[config.mk]
export PLATFORM = sky130hd
export DESIGN_NAME = txt_arb
export DESIGN_NICKNAME = d
export VERILOG_FILES = /design/src/rtl/txt_arb.sv
export SDC_FILE = /design/constraint.sdc
export NUM_CORES = 1
export LEC_CHECK = 0
export CAP_MARGIN = 15
export CELL_PAD_IN_SITES_DETAIL_PLACEMENT = 0
export CELL_PAD_IN_SITES_GLOBAL_PLACEMENT = 1
export CORE_MARGIN = 2
export CORE_UTILIZATION = 29
export DETAILED_ROUTE_END_ITERATION = 10
export PLACE_DENSITY = 0.89
export SLEW_MARGIN = 20
export SYNTH_ARGS = -nofsm -noshare
export SYNTH_HDL_FRONTEND = slang
export SYNTH_SLANG_ARGS = --single-unit
[constraint.sdc]
create_clock -name clk -period 3.7 [get_ports clk]
set_input_delay 0.74 -clock clk [delete_from_list [all_inputs] [get_ports clk]]
set_output_delay 0.74 -clock clk [all_outputs]
set_load 0.005 [all_outputs]
[src/rtl/txt_arb.sv]
// Text-page RAM arbiter: serialises video fetches and CPU accesses through an IDLE/ADDR/DATA sequence.
// Optional macro TXT_ARB_FAIR_EN bounds how long video can hold off a waiting CPU.
module txt_arb #(
   parameter logic [15:0] BASE        = 16'h0400,
   parameter int          MAX_VID_RUN = 7
) (
   input  logic        clk,
   input  logic        res,
   input  logic        vid_req,
   input  logic [15:0] vid_adr,
   output logic [7:0]  vid_q,
   output logic        vid_ack,
   input  logic        cpu_req,
   input  logic        cpu_we,
   input  logic [15:0] cpu_adr,
   input  logic [7:0]  cpu_d,
   output logic [7:0]  cpu_q,
   output logic        cpu_ack,
   output logic [9:0]  ram_adr,
   output logic [7:0]  ram_d,
   output logic        ram_we,
   input  logic [7:0]  ram_q
);

   // The run counter is 3 bits wide, so the limit must fit in it.
   if (MAX_VID_RUN < 1 || MAX_VID_RUN > 7) begin : g_bad_run
      $error("txt_arb: MAX_VID_RUN must be in 1..7");
   end

   typedef enum logic [1:0] {
      S_IDLE,
      S_ADDR,
      S_DATA
   } state_t;

   localparam logic [7:0] VID_BLANK = 8'hA0;
   localparam logic [7:0] CPU_BLANK = 8'h00;

   function automatic logic in_window(input logic [15:0] adr);
      logic [15:0] off;
      off = adr - BASE;
      return (adr >= BASE) && (off[15:10] == 6'd0);
   endfunction

   function automatic logic [9:0] word_of(input logic [15:0] adr);
      logic [15:0] off;
      off = adr - BASE;
      return off[9:0];
   endfunction

   state_t      r_state;
   logic        r_gnt_cpu;
   logic        r_inwin;
   logic        r_wr;
   logic        r_vid_ack;
   logic        r_cpu_ack;
   logic [7:0]  r_vid_q;
   logic [7:0]  r_cpu_q;
   logic [9:0]  r_ram_adr;
   logic [7:0]  r_ram_d;
   logic        r_ram_we;

   logic        w_pick_cpu;
   logic        w_vid_win;
   logic        w_cpu_win;

   assign w_vid_win = in_window(vid_adr);
   assign w_cpu_win = in_window(cpu_adr);

`ifdef TXT_ARB_FAIR_EN
   logic [2:0]  r_run;
   logic        w_run_full;

   // Once video has won MAX_VID_RUN grants in a row against a waiting CPU, the CPU goes next.
   assign w_run_full = (r_run == 3'(MAX_VID_RUN));
   assign w_pick_cpu = cpu_req && (!vid_req || w_run_full);

   always_ff @(posedge clk) begin
      if (res) begin
         r_run <= 3'd0;
      end else if (r_state == S_IDLE && (vid_req || cpu_req)) begin
         if (w_pick_cpu) begin
            r_run <= 3'd0;
         end else if (cpu_req) begin
            r_run <= r_run + 3'd1;
         end
      end
   end
`else
   assign w_pick_cpu = cpu_req && !vid_req;
`endif

   always_ff @(posedge clk) begin
      if (res) begin
         r_state   <= S_IDLE;
         r_gnt_cpu <= 1'b0;
         r_inwin   <= 1'b0;
         r_wr      <= 1'b0;
         r_vid_ack <= 1'b0;
         r_cpu_ack <= 1'b0;
         r_vid_q   <= 8'h00;
         r_cpu_q   <= 8'h00;
         r_ram_adr <= 10'd0;
         r_ram_d   <= 8'h00;
         r_ram_we  <= 1'b0;
      end else begin
         r_vid_ack <= 1'b0;
         r_cpu_ack <= 1'b0;
         case (r_state)
            S_IDLE: begin
               if (vid_req || cpu_req) begin
                  r_gnt_cpu <= w_pick_cpu;
                  if (w_pick_cpu) begin
                     r_ram_adr <= word_of(cpu_adr);
                     r_ram_d   <= cpu_d;
                     r_ram_we  <= cpu_we && w_cpu_win;
                     r_inwin   <= w_cpu_win;
                     r_wr      <= cpu_we;
                  end else begin
                     r_ram_adr <= word_of(vid_adr);
                     r_ram_we  <= 1'b0;
                     r_inwin   <= w_vid_win;
                     r_wr      <= 1'b0;
                  end
                  r_state <= S_ADDR;
               end
            end
            S_ADDR: begin
               // RAM samples address (and write) during this cycle; read data appears in DATA.
               r_ram_we <= 1'b0;
               r_state  <= S_DATA;
            end
            S_DATA: begin
               if (r_gnt_cpu) begin
                  r_cpu_ack <= 1'b1;
                  if (!r_wr) begin
                     r_cpu_q <= r_inwin ? ram_q : CPU_BLANK;
                  end
               end else begin
                  r_vid_ack <= 1'b1;
                  r_vid_q   <= r_inwin ? ram_q : VID_BLANK;
               end
               r_ram_we <= 1'b0;
               r_state  <= S_IDLE;
            end
            default: begin
               r_ram_we <= 1'b0;
               r_state  <= S_IDLE;
            end
         endcase
      end
   end

   assign vid_q   = r_vid_q;
   assign vid_ack = r_vid_ack;
   assign cpu_q   = r_cpu_q;
   assign cpu_ack = r_cpu_ack;
   assign ram_adr = r_ram_adr;
   assign ram_d   = r_ram_d;
   assign ram_we  = r_ram_we;

endmodule

==> run summary <==
Initial core utilization: 30.4%
RSZ-0062 raised after global routing: no
Area used by multi-input combinational logic: 790 sq um
Placement row count: 27
Pre-antenna DRT Iters: 4
Vias: 1,667
Seq pwr share: 48.6%
Pwr Density: 376 mW/mm^2
Layout cells sized above 1: 6.03%
Worst slew pin tran: 731 ps
Internal cell power: 0.000788 W
Post-layout min period: 2130 ps
Commonest non-fill, non-tap cell in the layout: clkdlybuf4s50_1
Post-route insts no fill: 354
Fmax: 0.470 GHz
Crit end category: register
N_diodes: 0
CTS sink count: 42
WS Path Type: in2reg
Setup TNS: 0 ps
Final hold vios: 0
Routability cong.: 0.766
Synth cell types: 32
Chip height: 80.5 um
CTS H-tree depth: 2
DP Area: 0.00262 sq mm
Io pins: 90
Die Area: 0.00648 sq mm
First-pass GRT wire length: 7600 um
Met3 routed WL: 250 um
Async set or reset register ratio after synthesis: 0%
Initial antenna violation count: 0
TritonCTS clock tree: yes
CTS clk-pin slew, worst paths: 80 ps
Finished Cell Area: 0.00274 sq mm
Worst Path Arrival: 2250 ps
Wire length per cell: 13.2 um
Combinational fraction of design power: 16.8%
Synth warnings: 0
CP required: 3830 ps
Met1 WL: 2010 um
Largest net degree at the start of global routing: 42
Synthesized area per cell: 8.53 sq um
GRT Util Overall: 15.1%
Iter 0 DRT Violations: 92
CTS Buf Count: 5
Gate count of the mapped netlist: 199
Number of I/O port buffers: 89
Hold crit path type: reg2reg
Max_cap viols: 0
Post-synthesis cell area: 0.00170 sq mm
Startpoint Class: input port
Syn Nets: 252
Leak pwr: 0.932 nW
Most frequent cells in the layout: clkdlybuf4s50_1 (89), nand2_1 (54), dfxtp_1 (42), a21oi_1 (26), nand3_1 (14)
Post-DP HPWL: 3540 um
Clk_skew: 2.24 ps
CORE AREA: 0.00557 sq mm
Via/cell ratio: 4.71
DRC: 0
Hold_buf cts: 0
Synthesis-to-layout area growth: 61.5%
Final nets: 334
Net Switching: 0.000242 W
Sequential share of the synthesized area: 49.6%
Slew HR: 51.0%
Sw Ratio: 23.5%
Detail Route Antenna Nets: 0
Fill cells: 543
Post-CTS Setup Bufs: 0
Dpl cells: 346
Crit share post-route: 57.4%
Clock power frac: 34.6%
Root Driver: clkbuf_8
Routed wl met2: 2330 um
Max layer used: met4
Die W: 80.5 um
Post-cts resize count: 0
Gr ovfl total: 0
Final Setup Violations: 0
Max VDD drop: 0.203 mV
Total wire length: 4690 um
Max-slew violation count: 0
Worst Path Max Fanout: 11
Worst-Skew Late Latency: 280 ps
Number of synthesized flops with an enable pin: 0
Longest Clk Path Bufs: 2
Status: finished clean
Storage element area: 841 sq um
Synthesis-stage register bit count: 42
Ys flop type: dfxtp_1
Number of global-route vias before repair: 1,638
[power groups by stage]
stage                     Sequential [W]  Combinational [W]  Clock [W]
final                           0.000501           0.000173   0.000356
after global routing            0.000505           0.000189   0.000387
after CTS                       0.000500           0.000175   0.000368
after detailed placement        0.000511           0.000174          0
after global placement          0.000510           0.000173          0
after floorplan                 0.000504          0.0000669          0
[layer usage]
layer / vias up / GRT usage, %
li1: 858 / -
met1: 758 / 18.4
met2: 43 / 24.9
met3: 8 / 5.17
met4: 0 / 4.75
met5: - / 0
[registers in the layout, indices dropped and copies added, names as in the netlist, 2 cells and up]
signal,count
ram_d,8
r_state,2
ram_adr,10
cpu_q,8
vid_q,8
[final timing paths]
check	depth (start not counted)	slack (ps)	endpoint	startpoint
worst max register to register	3	1970	cpu_q[5]	r_state[1]
worst min-delay path	2	460	ram_d[0]	ram_d[0]
worst max-delay path	4	1570	ram_adr[5]	vid_req
worst min register to register	2	460	ram_d[0]	ram_d[0]
[through the flow]
step | utilization [%] | hold WS, ps | total power [W] | setup slack [ps]
after floorplan | - | 448 | 0.000571 | 2060
after global placement | 46.9 | 440 | 0.000683 | 965
after detailed placement | 46.9 | 447 | 0.000684 | 897
after CTS | 49.0 | 459 | 0.00104 | 1200
after global routing | 49.2 | 473 | 0.00108 | 1470
final | 49.2 | 456 | 0.00103 | 1570
[kinds of logic after synthesis]
| family | share of synthesized area, % |
|---|---|
| DFF | 49.6 |
| AOI/OAI and AO/OA | 15.9 |
| buffers and inverters | 4.57 |
| and+or+nand+nor | 30.0 |
[worst max-delay path, cell delays in order]
cell and delay, ps:
clkdlybuf4s50_1 620, nor2_2 120, nor3_2 570, a32oi_1 200
[area by class of cell]
class / instances / area share, %
Clock buffer: 5 / 2.51
Tap cell: 72 / 3.29
Inverter: 2 / 0.274
Sequential cell: 42 / 30.7
Multi-Input combinational cell: 140 / 28.8
Clock inverter: 3 / 1.64
Timing Repair Buffer: 90 / 32.8
[cell usage after synthesis, types with 2 or more instances]
cell type,instances,area share [%]
o21ai_0,2,0.59
buf_2,2,0.59
nand2b_1,11,4.1
o31ai_1,2,0.88
clkbuf_1,10,2.2
nand2_1,54,12
a21oi_1,26,7.7
nand3_1,14,4.1
a32oi_1,11,5.7
nor4bb_1,2,1.2
nor4_1,3,1.1
dfxtp_1,42,50
Note: power is estimated with default switching activity, not from simulation.
